### config.mk
export PLATFORM = sky130hd
export DESIGN_NAME = byte_strip_sched_flat
export DESIGN_NICKNAME = d
export VERILOG_FILES = /design/src/rtl/byte_strip_pkg.sv /design/src/rtl/byte_strip_sched_if.sv /design/src/rtl/byte_strip_rr_arb.sv /design/src/rtl/byte_strip_sched.sv /design/src/flat_wrapper.sv
export SDC_FILE = /design/constraint.sdc
export NUM_CORES = 1
export LEC_CHECK = 0
export CAP_MARGIN = 20
export CORE_ASPECT_RATIO = 0.9
export CORE_MARGIN = 2
export CORE_UTILIZATION = 30
export CTS_BUF_LIST = sky130_fd_sc_hd__clkbuf_8
export DETAILED_ROUTE_END_ITERATION = 8
export DONT_BUFFER_PORTS = 1
export HOLD_SLACK_MARGIN = 0.08
export PLACE_DENSITY_LB_ADDON = 0.1
export REMOVE_ABC_BUFFERS = 1
export SYNTH_ARGS = -nofsm -noshare
export SYNTH_HDL_FRONTEND = slang
export SYNTH_SLANG_ARGS = --single-unit
export TNS_END_PERCENT = 1
### constraint.sdc
create_clock -name CLK -period 3.1 [get_ports CLK]
set_input_delay 0.62 -clock CLK [delete_from_list [all_inputs] [get_ports CLK]]
set_output_delay 0.62 -clock CLK [all_outputs]
set_load 0.005 [all_outputs]
### src/rtl/byte_strip_pkg.sv
// Shared definitions for the byte_strip transmit path: symbol codes, scheduler states, source select.
// The SKP states exist only when BSS_SKP_EN is defined.
package byte_strip_pkg;

  localparam logic [7:0] SYM_STP = 8'hFB;
  localparam logic [7:0] SYM_SDP = 8'h5C;
  localparam logic [7:0] SYM_END = 8'hFD;
  localparam logic [7:0] SYM_EDB = 8'hFE;
  localparam logic [7:0] SYM_PAD = 8'hF7;
  localparam logic [7:0] SYM_COM = 8'hBC;
  localparam logic [7:0] SYM_SKP = 8'h1C;
  localparam logic [7:0] SYM_IDL = 8'h7C;

`ifdef BSS_SKP_EN
  typedef enum logic [2:0] {IDLE, PAYLOAD, PAD, SKP_COM, SKP_SKP} sched_state_t;
`else
  typedef enum logic [2:0] {IDLE, PAYLOAD, PAD} sched_state_t;
`endif

  typedef enum logic {SRC_TLP = 1'b0, SRC_DLLP = 1'b1} src_t;

endpackage

### src/rtl/byte_strip_sched_if.sv
// Source handshakes plus the symbol stream toward byte_strip.
// master = sources/sink side, slave = the scheduler.
interface byte_strip_sched_if #(
  parameter int NUM_LANES = 4
) ();
  localparam int LPW = (NUM_LANES > 1) ? $clog2(NUM_LANES) : 1;

  logic           TLP_REQ;
  logic [7:0]     TLP_DATA;
  logic           TLP_LAST;
  logic           TLP_ACK;
  logic           DLLP_REQ;
  logic [7:0]     DLLP_DATA;
  logic           DLLP_LAST;
  logic           DLLP_ACK;
  logic [7:0]     D;
  logic           DK;
  logic [LPW-1:0] LANE_POS;
  logic           ERR_UNDERFLOW;

  modport master (
    output TLP_REQ, TLP_DATA, TLP_LAST, DLLP_REQ, DLLP_DATA, DLLP_LAST,
    input  TLP_ACK, DLLP_ACK, D, DK, LANE_POS, ERR_UNDERFLOW
  );

  modport slave (
    input  TLP_REQ, TLP_DATA, TLP_LAST, DLLP_REQ, DLLP_DATA, DLLP_LAST,
    output TLP_ACK, DLLP_ACK, D, DK, LANE_POS, ERR_UNDERFLOW
  );
endinterface

### src/rtl/byte_strip_rr_arb.sv
// Two-way round-robin arbiter between the TLP and DLLP sources.
// The pointer only moves when a tie is actually granted.
module byte_strip_rr_arb
  import byte_strip_pkg::*;
(
  input  logic CLK,
  input  logic RESET,
  input  logic tlp_req,
  input  logic dllp_req,
  input  logic take,
  output logic grant_valid,
  output src_t grant_sel
);

  src_t ptr_q;

  always_comb begin
    grant_valid = tlp_req | dllp_req;
    grant_sel   = SRC_DLLP;
    if (tlp_req && dllp_req) begin
      grant_sel = ptr_q;
    end else if (tlp_req) begin
      grant_sel = SRC_TLP;
    end
  end

  always_ff @(posedge CLK) begin
    if (RESET) begin
      ptr_q <= SRC_DLLP;
    end else if (take && tlp_req && dllp_req) begin
      ptr_q <= (ptr_q == SRC_TLP) ? SRC_DLLP : SRC_TLP;
    end
  end

endmodule

### src/rtl/byte_strip_sched.sv
// Framing scheduler feeding byte_strip one symbol per clock, lane-aligned STP/SDP ... END/EDB.
// Define BSS_SKP_EN to enable periodic COM/SKP ordered-set insertion.
module byte_strip_sched
  import byte_strip_pkg::*;
#(
  parameter int NUM_LANES    = 4,
  parameter int SKP_INTERVAL = 1180,
  parameter int SKP_CNT_W    = 11
) (
  input  logic CLK,
  input  logic RESET,
  byte_strip_sched_if.slave bus
);

  localparam int LPW = (NUM_LANES > 1) ? $clog2(NUM_LANES) : 1;
  localparam logic [LPW-1:0] LAST_LANE = LPW'(NUM_LANES - 1);

  if (SKP_INTERVAL < 1 || SKP_INTERVAL >= (1 << SKP_CNT_W)) begin : g_bad_cfg
    $error("byte_strip_sched: SKP_CNT_W too narrow for SKP_INTERVAL");
  end

  sched_state_t   state_q, state_d;
  logic [LPW-1:0] pos_q, pos_next, lane_q;
  logic [7:0]     d_q, d_d;
  logic           dk_q, dk_d;
  logic           err_q, err_d;
  src_t           sel_q, sel_d;
  logic           null_q, null_d;
  logic           tlp_ack, dllp_ack;
  logic           grant_take, grant_valid;
  src_t           grant_sel;
  logic           sel_req, sel_last;
  logic [7:0]     sel_data;
  logic           skp_pending;

  byte_strip_rr_arb u_arb (
    .CLK         (CLK),
    .RESET       (RESET),
    .tlp_req     (bus.TLP_REQ),
    .dllp_req    (bus.DLLP_REQ),
    .take        (grant_take),
    .grant_valid (grant_valid),
    .grant_sel   (grant_sel)
  );

  // pos_q is the lane the symbol registered this cycle will occupy.
  assign pos_next = (NUM_LANES == 1) ? '0 : pos_q + LPW'(1);

  assign sel_req  = (sel_q == SRC_TLP) ? bus.TLP_REQ  : bus.DLLP_REQ;
  assign sel_data = (sel_q == SRC_TLP) ? bus.TLP_DATA : bus.DLLP_DATA;
  assign sel_last = (sel_q == SRC_TLP) ? bus.TLP_LAST : bus.DLLP_LAST;

`ifdef BSS_SKP_EN
  logic [SKP_CNT_W-1:0] skp_cnt_q;
  logic [1:0]           row_q;
  logic                 skp_done;

  // An expiry while a request is already pending is simply absorbed.
  always_ff @(posedge CLK) begin
    if (RESET) begin
      skp_cnt_q   <= '0;
      skp_pending <= 1'b0;
    end else if (skp_cnt_q == SKP_CNT_W'(SKP_INTERVAL - 1)) begin
      skp_cnt_q   <= '0;
      skp_pending <= 1'b1;
    end else begin
      skp_cnt_q <= skp_cnt_q + SKP_CNT_W'(1);
      if (skp_done) skp_pending <= 1'b0;
    end
  end

  always_ff @(posedge CLK) begin
    if (RESET) begin
      row_q <= '0;
    end else if (state_q == SKP_SKP && pos_q == LAST_LANE) begin
      row_q <= (row_q == 2'd2) ? 2'd0 : row_q + 2'd1;
    end
  end
`else
  assign skp_pending = 1'b0;
`endif

  always_comb begin
    state_d    = state_q;
    d_d        = SYM_IDL;
    dk_d       = 1'b1;
    err_d      = 1'b0;
    sel_d      = sel_q;
    null_d     = null_q;
    grant_take = 1'b0;
    tlp_ack    = 1'b0;
    dllp_ack   = 1'b0;
`ifdef BSS_SKP_EN
    skp_done   = 1'b0;
`endif
    case (state_q)
      IDLE: begin
        if (pos_q == '0) begin
          if (skp_pending) begin
`ifdef BSS_SKP_EN
            d_d     = SYM_COM;
            state_d = (NUM_LANES == 1) ? SKP_SKP : SKP_COM;
`endif
          end else if (grant_valid) begin
            grant_take = 1'b1;
            sel_d      = grant_sel;
            null_d     = 1'b0;
            d_d        = (grant_sel == SRC_TLP) ? SYM_STP : SYM_SDP;
            state_d    = PAYLOAD;
          end
        end
      end
      PAYLOAD: begin
        if (sel_req) begin
          tlp_ack  = (sel_q == SRC_TLP);
          dllp_ack = (sel_q == SRC_DLLP);
          d_d      = sel_data;
          dk_d     = 1'b0;
          if (sel_last) state_d = PAD;
        end else begin
          d_d     = SYM_PAD;
          null_d  = 1'b1;
          state_d = PAD;
        end
      end
      // The end token must land on the last lane; a nullified packet ends in EDB.
      PAD: begin
        if (pos_q == LAST_LANE) begin
          d_d     = null_q ? SYM_EDB : SYM_END;
          err_d   = null_q;
          state_d = IDLE;
        end else begin
          d_d = SYM_PAD;
        end
      end
`ifdef BSS_SKP_EN
      SKP_COM: begin
        d_d = SYM_COM;
        if (pos_q == LAST_LANE) state_d = SKP_SKP;
      end
      SKP_SKP: begin
        d_d = SYM_SKP;
        if (pos_q == LAST_LANE && row_q == 2'd2) begin
          skp_done = 1'b1;
          state_d  = IDLE;
        end
      end
`endif
      default: state_d = IDLE;
    endcase
  end

  always_ff @(posedge CLK) begin
    if (RESET) begin
      state_q <= IDLE;
      pos_q   <= '0;
      lane_q  <= '0;
      d_q     <= SYM_IDL;
      dk_q    <= 1'b1;
      err_q   <= 1'b0;
      sel_q   <= SRC_TLP;
      null_q  <= 1'b0;
    end else begin
      state_q <= state_d;
      pos_q   <= pos_next;
      lane_q  <= pos_q;
      d_q     <= d_d;
      dk_q    <= dk_d;
      err_q   <= err_d;
      sel_q   <= sel_d;
      null_q  <= null_d;
    end
  end

  assign bus.TLP_ACK       = tlp_ack;
  assign bus.DLLP_ACK      = dllp_ack;
  assign bus.D             = d_q;
  assign bus.DK            = dk_q;
  assign bus.LANE_POS      = lane_q;
  assign bus.ERR_UNDERFLOW = err_q;

endmodule

### src/flat_wrapper.sv
// flat-port wrapper written by rule: the top's interface ports become plain ports
module byte_strip_sched_flat import byte_strip_pkg::*;
#(
  parameter int NUM_LANES    = 4,
  parameter int SKP_INTERVAL = 1180,
  parameter int SKP_CNT_W    = 11
)
  (CLK, RESET, bus_TLP_REQ, bus_TLP_DATA, bus_TLP_LAST, bus_DLLP_REQ, bus_DLLP_DATA, bus_DLLP_LAST, bus_TLP_ACK, bus_DLLP_ACK, bus_D, bus_DK, bus_LANE_POS, bus_ERR_UNDERFLOW);
  byte_strip_sched_if #(.NUM_LANES(NUM_LANES)) bus_i ();
  input  logic CLK;
  input  logic RESET;
  input wire logic [$bits(bus_i.TLP_REQ)-1:0] bus_TLP_REQ;
  input wire logic [$bits(bus_i.TLP_DATA)-1:0] bus_TLP_DATA;
  input wire logic [$bits(bus_i.TLP_LAST)-1:0] bus_TLP_LAST;
  input wire logic [$bits(bus_i.DLLP_REQ)-1:0] bus_DLLP_REQ;
  input wire logic [$bits(bus_i.DLLP_DATA)-1:0] bus_DLLP_DATA;
  input wire logic [$bits(bus_i.DLLP_LAST)-1:0] bus_DLLP_LAST;
  output wire logic [$bits(bus_i.TLP_ACK)-1:0] bus_TLP_ACK;
  output wire logic [$bits(bus_i.DLLP_ACK)-1:0] bus_DLLP_ACK;
  output wire logic [$bits(bus_i.D)-1:0] bus_D;
  output wire logic [$bits(bus_i.DK)-1:0] bus_DK;
  output wire logic [$bits(bus_i.LANE_POS)-1:0] bus_LANE_POS;
  output wire logic [$bits(bus_i.ERR_UNDERFLOW)-1:0] bus_ERR_UNDERFLOW;
  assign bus_i.TLP_REQ = bus_TLP_REQ;
  assign bus_i.TLP_DATA = bus_TLP_DATA;
  assign bus_i.TLP_LAST = bus_TLP_LAST;
  assign bus_i.DLLP_REQ = bus_DLLP_REQ;
  assign bus_i.DLLP_DATA = bus_DLLP_DATA;
  assign bus_i.DLLP_LAST = bus_DLLP_LAST;
  assign bus_TLP_ACK = bus_i.TLP_ACK;
  assign bus_DLLP_ACK = bus_i.DLLP_ACK;
  assign bus_D = bus_i.D;
  assign bus_DK = bus_i.DK;
  assign bus_LANE_POS = bus_i.LANE_POS;
  assign bus_ERR_UNDERFLOW = bus_i.ERR_UNDERFLOW;
  byte_strip_sched #(.NUM_LANES(NUM_LANES), .SKP_INTERVAL(SKP_INTERVAL), .SKP_CNT_W(SKP_CNT_W)) u_core (.CLK(CLK), .RESET(RESET), .bus(bus_i));
endmodule
* Yosys cells after proc, flatten, opt, wreduce, memory -nomap -nowiden
Cells that the tools add are included.
** Cells by class
- Add/subtract/negate cells :: 1
- Equal/unequal tests :: 8
- Muxes and demuxes :: 31
- Bitwise gates (word level) :: 5
- Reductions and logical operators :: 11
** Operators by type and width (number)
- two-way mux 8 bit :: 6
- one-hot mux 8 bit (3 select lines) :: 1
- two-way mux 1 bit :: 16
- two-way mux 3 bit :: 5
- one-hot mux 3 bit (3 select lines) :: 1
- AND reduction 4 bit :: 2
- != test 2 x 1 -> 1 bit (second input constant) :: 3
- inverter 1 bit :: 4
- equality test 3 x 1 -> 1 bit (second input constant) :: 1
- equality test 3 x 2 -> 1 bit (second input constant) :: 1
- logical AND 1 bit :: 3
- zero test 3 bit :: 1
- != test 3 bit (second input constant) :: 1
- AND reduction 3 bit :: 1
- OR reduction 3 bit :: 1
- adder 2 x 1 -> 2 bit (second input constant) :: 1
- equality test 2 bit (second input constant) :: 1
- zero test 2 bit :: 1
- two-way mux 2 bit :: 1
- != test 2 bit (second input constant) :: 1
- one-hot mux 1 bit (2 select lines) :: 1
- nonzero test 2 bit :: 1
- OR reduction 2 bit :: 1
- OR 1 bit :: 1
** Word-level totals
- Register bits after elaboration :: 20
- Word-level logic and storage cells :: 65

* Logic depth before layout (Yosys ltp)
Gate-level depths: netlist of the first run.
- Word-level depth :: 6
- Gate-level depth with buffers :: 5
- Mapped depth without buffers :: 5

* By module
A second synthesis of the first run with hierarchy kept.
** Second synthesis, totals
- Cells, all modules :: 92
- Area total of the unflattened synthesis :: 897.1 um2
** By module, submodules not included
- byte_strip_sched :: times used 1, cells an instance 85, area an instance 840.8 um2, seq. area each 360.3 um2
- byte_strip_rr_arb :: times used 1, cells an instance 7, area an instance 56.3 um2, seq. area each 20.0 um2

* Worst setup path before layout of the first run
OpenSTA, ideal clock, no wires.
- Kind :: input-to-output
- Start :: input bus_TLP_REQ
- End :: output bus_TLP_ACK
- Data arrival time :: 0.887 ns
- Data required time :: 2.480 ns
- Slack :: 1.593 ns
- Stages on the path :: 3
- Cell sequence :: nand2b_4 > buf_6 > nor2_1
** On the way
- Cells in the longest elaborated chain, start to end :: 3
** RTL lines
- from (decl) :: line flat_wrapper.sv:12 : input wire logic [$bits(bus_i.TLP_REQ)-1:0] bus_TLP_REQ;
- two-way mux 1 bit :: line byte_strip_sched.sv:49 : assign sel_req = (sel_q == SRC_TLP) ? bus.TLP_REQ : bus.DLLP_REQ;
- two-way mux 1 bit :: line byte_strip_sched.sv:114 : if (sel_req) begin
- two-way mux 1 bit :: line byte_strip_sched.sv:96 : case (state_q)
- to (decl) :: line flat_wrapper.sv:18 : output wire logic [$bits(bus_i.TLP_ACK)-1:0] bus_TLP_ACK;
No other way between the ends.

* Worst setup path after layout of the first run
- Start :: register u_core.sel_q
- End :: output bus_DLLP_ACK
** On the way
- Cells in the longest elaborated chain, start to end :: 3
** RTL lines
- from (decl) :: line byte_strip_sched.sv:27 : src_t sel_q, sel_d;
- from (signal assigned) :: line byte_strip_sched.sv:170 : sel_q <= sel_d;
- two-way mux 1 bit :: line byte_strip_sched.sv:49
- two-way mux 1 bit (*) :: line byte_strip_sched.sv:114
- two-way mux 1 bit (*) :: line byte_strip_sched.sv:96
- to (decl) :: line flat_wrapper.sv:19 : output wire logic [$bits(bus_i.DLLP_ACK)-1:0] bus_DLLP_ACK;
Mark *: on every way between the ends. The rest lies on a longest branch, timed or not.

==> impl_metrics.toml, run 1 <==
[final_layout]
area_delta_synth_final_pct = 6.02
seqCellArea_um2 = 380
stdcell_area_um2 = 926
diodes = 0
nNetsFinal = 112
drive_gt1_share_pct = 12.6
multi_input_area_um2 = 428
nFillCells = 302
final_core_util_pct = 33.7

[timing]
max_freq_ghz = 0.537
fin_setup_tns_ns = 0
setup_ws_ns = 1.24
final.min_clock_period_ns = 1.86
grt_setup_unrepaired = "false"
hold_viol = 0
setup_viol = 0
drv_slew = 0
tightest_slew_ns = 0.533
slew_headroom_pct = 64.1
fin_skew_ns = 0.00169
period_share_pct = 60.1

[detailed_routing]
drt_first_pass_iters = 3
num_vias = 632
drtIter0Drc = 24
detail_route.wl_per_cell_um = 15.2
routed_wl_um = 1930
ant_nets = 0
drc = 0
via_per_inst = 4.98

[clock_network]
cts_sinks = 19
cts_tree = "yes"
cts.reportedPaths.clkPinSlew_ns = 0.07
ctsHoldBuffers = 0
cts_buffers = 3
clock-root-buffer = "clkbuf_8"
clock_latency_ns = 0.25
postCtsResizedCells = 0
htree_num_levels = 1
postCtsSetupRepairBufs = 0
clockBufferDepth = 2

[yosys]
synth_edf_count = 0
ys_types = 34
yosysMostFrequentCell = "dfxtp_1"
synth_top_area_share_pct = 43.6
yosys_warnings = 0
synth_seq_cells = 19
syn_avg_cell_area_um2 = 9.92
yosys.area.top_type = "dfxtp_1"
synth_ff_type = "dfxtp_1"
async_reset_ff_share_pct = 0
ys_seq_area_share_pct = 43.6
synthTopCellsByArea = "dfxtp_1, nand2_1, buf_6, mux2i_1, a2111oi_4"
syn_inst = 88
synth_common_cells = "dfxtp_1, nand2_1, inv_1, nor2_1, a21oi_1"
synth_area_um2 = 873

[global_route]
grt_max_degree = 15
grt_pass1_wl_um = 2890
overflow = 0
antenna_found_initial = 0
grtUsageTotal_pct = 12.1
grt_pass1_vias = 599

[pwr]
pwr-share-clk_pct = 30.0
seqPwrFrac_pct = 53.4
comb_power_share_pct = 16.6
irDropWorstVdd_mv = 0.350
net-switching-power_uw = 151
p_leak_nw = 0.327
p_per_area_nw_per_um2 = 595
p_sw_share_pct = 27.4
power_uw = 551
intPower_uw = 400

[die]
die_w_um = 60.9
core_um2 = 2750
die_h_um = 55.2
rows = 18
initial_core_util_pct = 31.8
ios = 36
die-area_um2 = 3360

[placement]
placed_cell_area_um2 = 881
dp_hpwl_um = 1430
gp_congestion = 0.644
dp_slack_ns = 1.49
port_buffers = 0

[setup_path]
critical_path.max_fanout = 10
ff2ff_setup_slack_ns = 1.59
startpoint = "u_core.sel_q$_SDFFE_PP0P_"
worst-setup-path-type = "reg2out"
cp.required_ns = 2.48
start_kind = "flop"
endpoint_kind = "output pin"
arrival_ns = 1.24
r2r_start = "u_core.sel_q$_SDFFE_PP0P_"

[worst_hold_path]
hold_path_class = "in2reg"
hp-start = "RESET"

[run_status]
outcome = "finished, final reports clean"

[run]
cap_violations = 0
-- final timing paths --
kind                                                        to  cells past startpoint
worst max-delay path                              bus_DLLP_ACK                      2
worst min-delay path                u_core.pos_q[0]$_SDFF_PP0_                      1
worst max register to register  u_core.state_q[0]$_SDFFE_PP0P_                      3
worst min register to register      u_core.pos_q[0]$_SDFF_PP0_                      1
-- metal layers --
| layer | GRT usage [%] | up-vias | share of wire (%) |
|---|---|---|---|
| met3 | 5.81 | 0 | 7.9 |
| met4 | 2.17 | 0 | 0 |
| li1 | - | 318 | - |
| met5 | 0 | - | 0 |
| met1 | 16.4 | 292 | 45 |
| met2 | 17.6 | 22 | 47 |
-- flip-flops by register name, summed over array words and instances (netlist names) --
name,flops
u_core.bus.D,8
u_core.bus.LANE_POS,2
u_core.pos_q,2
u_core.state_q,2
u_core.bus.DK,1
u_core.bus.ERR_UNDERFLOW,1
u_core.null_q,1
u_core.sel_q,1
u_core.u_arb.ptr_q,1
-- cell type report --
cell class,count,area share [%]
clock inverters,1,0.405
clock buffers,3,4.46
multi-input cells,58,46.2
flip-flops and latches,19,41.1
well taps,40,5.41
inverters,6,2.43
-- logic make-up after synthesis --
group           after synthesis  synth area share (%)
flops                        19                  43.6
fa+ha+maj                     2                  2.86
buf+inv                      11                  7.45
simple gates                 26                  15.5
compound gates               25                  24.6
mux                           5                  6.02
-- power by group through the flow --
stage	logic, mW	registers, mW	clock network (mW)
global route	0.102	0.298	0.182
floorplan	0.0761	0.293	0
global placement	0.0916	0.300	0
finish	0.0913	0.294	0.165
detailed placement	0.0910	0.300	0
CTS	0.0917	0.294	0.175
-- critical path, cell delays in order (launching register included) --
cell and delay [ns]:
dfxtp_1 0.55, nand2_2 0.25, nor2_1 0.19
-- through the flow --
| stage | hold slack [ns] | cells |
|---|---|---|
| after CTS | 0.413 | 127 |
| after detailed placement | 0.440 | 123 |
| after global placement | 0.434 | 123 |
| after floorplan | 0.415 | 83 |
| final | 0.423 | 127 |
| after global routing | 0.407 | 127 |
-- cells in the final DEF, fill, tap and decap left out, types with 3 or more instances in the layout --
cell type   n
a21oi_1     4
nor2b_1     3
nor2_1      6
o21ai_0     3
mux2i_1     3
dfxtp_1    19
clkbuf_8    3
o221ai_1    3
inv_1       7
a31oi_1     3
nand2_1     9
(Power assumes the default switching activity.)
==> run 2: changes to the inputs <==
Clock period 3.1 ns to 1.93 ns, I/O delays scaled along.
==> impl_metrics.toml, run 2 (synthesized netlist as in run 1, its figures left out) <==
[detailed_routing]
detail_route.wl_per_cell_um = 15.8
num_vias = 636
drtIter0Drc = 25
drt_first_pass_iters = 4
via_per_inst = 5.01
ant_nets = 0
routed_wl_um = 2010
drc = 0

[placement]
dp_hpwl_um = 1420
dp_slack_ns = 0.408
port_buffers = 0
gp_congestion = 0.711
placed_cell_area_um2 = 881

[clock_network]
cts_tree = "yes"
cts_buffers = 3
clockBufferDepth = 2
postCtsSetupRepairBufs = 0
clock_latency_ns = 0.26
cts_sinks = 19
clock-root-buffer = "clkbuf_8"
htree_num_levels = 1
cts.reportedPaths.clkPinSlew_ns = 0.07
postCtsResizedCells = 0
ctsHoldBuffers = 0

[final_layout]
diodes = 0
largest_reg_flops = 8
final_cell_mix = "dfxtp_1, nand2_1, inv_1, nor2_1, a21oi_1"
multi_input_area_um2 = 428
stdcell_area_um2 = 927
nFillCells = 307
seqCellArea_um2 = 380
final_common_cell = "dfxtp_1"
final_core_util_pct = 33.7
drive_gt1_share_pct = 13.8
area_delta_synth_final_pct = 6.16
nNetsFinal = 112

[die]
die_w_um = 60.9
ios = 36
die-area_um2 = 3360
core_um2 = 2750
die_h_um = 55.2
initial_core_util_pct = 31.8
rows = 18

[global_route]
grtUsageMet3_pct = 7.21
grt_max_degree = 15
gr-usage-met2_pct = 18.5
grt_pass1_wl_um = 2910
grt_pass1_vias = 592
antenna_found_initial = 0
overflow = 0
grt_busiest_layer = "met2"
grtUsageTotal_pct = 12.2
gr-usage-met1_pct = 14.7

[timing]
tightest_slew_ns = 0.553
fin_setup_tns_ns = 0
hold_viol = 0
slew_headroom_pct = 62.7
max_freq_ghz = 0.609
grt_setup_unrepaired = "false"
setup_viol = 0
drv_slew = 0
fin_hold_ws_ns = 0.182
fin_skew_ns = 0.00406
setup_ws_ns = 0.289
final.min_clock_period_ns = 1.64
period_share_pct = 85.0

[setup_path]
start_kind = "flop"
reg2reg_to = "u_core.state_q[0]$_SDFFE_PP0P_"
reg2reg_depth = 3
endpoint_kind = "output pin"
r2r_start = "u_core.sel_q$_SDFFE_PP0P_"
worst-setup-path-type = "reg2out"
cp.required_ns = 1.54
startpoint = "u_core.sel_q$_SDFFE_PP0P_"
arrival_ns = 1.26
ff2ff_setup_slack_ns = 0.41
critical_path.max_fanout = 10

[pwr]
p_per_area_nw_per_um2 = 970
p_leak_nw = 0.326
irDropWorstVdd_mv = 0.517

[worst_hold_path]
holdPathEnd = "u_core.bus.LANE_POS[0]$_SDFF_PP0_"
holdPathStages = 1
hold_path_class = "in2reg"
hp-start = "RESET"

[run]
cap_violations = 0

[run_status]
outcome = "finished, final reports clean"
## run 2: changes by cell type in the layout (fill, tap and decap cells not counted)
cell / change
clkinv_2: +1
inv_1: -1
## run 2: metrics by stage
| stage | cells | power [mW] |
|---|---|---|
| floorplan | 83 | 0.593 |
| global placement | 123 | 0.626 |
| detailed placement | 123 | 0.629 |
| CTS | 127 | 0.911 |
| global route | 127 | 0.950 |
| finish | 127 | 0.900 |
## run 2: final cells by class
class / instances / area share [%]
multi-input cells: 58 / 46.2
well taps: 40 / 5.40
inverters: 6 / 2.43
clock buffers: 3 / 4.45
flip-flops and latches: 19 / 41.0
clock inverters: 1 / 0.540
## run 2: worst max-delay path by stage
stage | slack, ns | endpoint | depth (start not counted)
final | 0.29 | bus_DLLP_ACK | 2
after global routing | 0.20 | bus_DLLP_ACK | 2
after CTS | 0.25 | bus_DLLP_ACK | 2
after detailed placement | 0.41 | u_core.state_q[0]$_SDFFE_PP0P_ | 3
after global placement | 0.46 | u_core.bus.D[2]$_SDFF_PP1_ | 3
after floorplan | 0.53 | u_core.bus.D[2]$_SDFF_PP1_ | 3
## run 2: critical path: stages (launching register included)
cell and delay, ns:
dfxtp_1 0.55, nand2_2 0.25, nor2_1 0.20
## run 2: where the power goes
group	leakage [nW]	total (mW)	switching, mW	internal (mW)
Clock	0.0255	0.279	0.135	0.144
Combinational	0.144	0.148	0.0775	0.0707
Sequential	0.156	0.473	0.0420	0.431
Total	0.326	0.900	0.255	0.645
## run 2: layer usage
metal	vias up	share of wire (%)
li1	312	-
met1	302	43
met2	22	48
met3	0	9.2
met4	0	0
met5	-	0
==> run 3: changes to the inputs <==
Settings changed: GPL_TIMING_DRIVEN from default to 0.
==> impl_metrics.toml, run 3 (synthesized netlist as in run 1, its figures left out) <==
[run_status]
outcome = "finished, final reports clean"

[setup_path]
crit_slowest_cell = "dfxtp_1"
endpoint_kind = "output pin"
critPathTopFamily = "flip-flops"
critical_path.max_fanout = 10
ff2ff_setup_slack_ns = 0.37
worst-setup-path-type = "reg2out"
reg2reg_depth = 3
start_kind = "flop"
r2r_start = "u_core.sel_q$_SDFFE_PP0P_"
startpoint = "u_core.sel_q$_SDFFE_PP0P_"
cpPeakStageDelay_ns = 0.58
reg2reg_to = "u_core.state_q[0]$_SDFFE_PP0P_"
crit_path_cell_trace = "nand2_2 > nor2_1"
arrival_ns = 1.29
cp.required_ns = 1.54
path_buf_inv = 0

[pwr]
p_leak_nw = 0.326
intPower_uw = 645
p_per_area_nw_per_um2 = 975
irDropWorstVdd_mv = 0.498
comb_power_share_pct = 16.2
p_sw_share_pct = 28.7
pwr-share-clk_pct = 31.4
net-switching-power_uw = 259
seqPwrFrac_pct = 52.4

[final_layout]
multi_input_area_um2 = 428
drive_gt1_share_pct = 13.8
final_cell_mix = "dfxtp_1, nand2_1, inv_1, nor2_1, a21oi_1"
seqCellArea_um2 = 380
nFillCells = 317
diodes = 0
largest_reg_flops = 8
instances_no_fill = 127
nNetsFinal = 112
area_delta_synth_final_pct = 6.16
final_common_cell = "dfxtp_1"

[clock_network]
postCtsSetupRepairBufs = 0
cts.reportedPaths.clkPinSlew_ns = 0.08
ctsHoldBuffers = 0
cts_buffers = 3
cts_sinks = 19
clock_latency_ns = 0.26
htree_num_levels = 1
clockBufferDepth = 2
postCtsResizedCells = 0
clock-root-buffer = "clkbuf_8"
cts_tree = "yes"

[detailed_routing]
num_vias = 627
drtIter0Drc = 16
via_per_inst = 4.94
ant_nets = 0
routed_wl_um = 1930
detail_route.wl_per_cell_um = 15.2
drt_first_pass_iters = 4
drc = 0

[placement]
port_buffers = 0
gp_congestion = 0.725
dp_hpwl_um = 1390
dp_cells = 123
dp_slack_ns = 0.381

[die]
die_h_um = 55.2
initial_core_util_pct = 31.8
ios = 36
rows = 18
die_w_um = 60.9
core_um2 = 2750
die-area_um2 = 3360

[timing]
period_share_pct = 86.8
fin_setup_tns_ns = 0
fin_skew_ns = 0.00257
grt_setup_unrepaired = "false"
tightest_slew_ns = 0.692
max_freq_ghz = 0.597
fin_hold_ws_ns = 0.180
final.min_clock_period_ns = 1.68
drv_slew = 0
hold_viol = 0
setup_ws_ns = 0.255
setup_viol = 0
slew_headroom_pct = 53.4

[global_route]
grtUsageTotal_pct = 12.4
overflow = 0
antenna_found_initial = 0
grt_pass1_wl_um = 2900
grt_pass1_vias = 589
grt_max_degree = 15

[worst_hold_path]
hp-start = "RESET"
hold_path_class = "in2reg"
holdPathEnd = "u_core.pos_q[0]$_SDFF_PP0_"
holdPathStages = 1

[run]
cap_violations = 0
-- run 3: cell type report --
class / count / area share, %
multi-input combinational: 58 / 46.2
sequential: 19 / 41.0
tap: 40 / 5.40
clock buffer: 3 / 4.45
inverter: 6 / 2.43
clock inverter: 1 / 0.540
-- run 3: power by group through the flow --
stage / Sequential, mW / Combinational [mW] / Clock, mW
floorplan: 0.471 / 0.122 / 0
global placement: 0.482 / 0.147 / 0
detailed placement: 0.482 / 0.147 / 0
CTS: 0.474 / 0.149 / 0.288
global route: 0.481 / 0.165 / 0.306
finish: 0.474 / 0.147 / 0.284
-- run 3: worst max-delay path by stage --
stage | cells after the start | endpoint
detailed placement | 3 | u_core.state_q[0]$_SDFFE_PP0P_
floorplan | 3 | u_core.bus.D[2]$_SDFF_PP1_
global route | 2 | bus_DLLP_ACK
finish | 2 | bus_DLLP_ACK
CTS | 2 | bus_DLLP_ACK
global placement | 3 | u_core.state_q[0]$_SDFFE_PP0P_
-- run 3: metal layers --
layer,part of all wire (%),global-route usage [%],up-vias
li1,-,-,312
met4,0,2.54,0
met5,0,0,-
met3,9.0,7.21,0
met2,45,18.1,20
met1,46,15.9,295
-- run 3: per-stage QoR --
| stage | power, mW | util, % | cell area, µm² |
|---|---|---|---|
| 2_1_floorplan | 0.593 | - | 831 |
| 3_3_place_gp | 0.630 | 32.1 | 881 |
| 3_5_place_dp | 0.630 | 32.1 | 881 |
| 4_1_cts | 0.911 | 33.7 | 927 |
| 5_1_grt | 0.952 | 33.7 | 927 |
| 6_report | 0.904 | 33.7 | 927 |
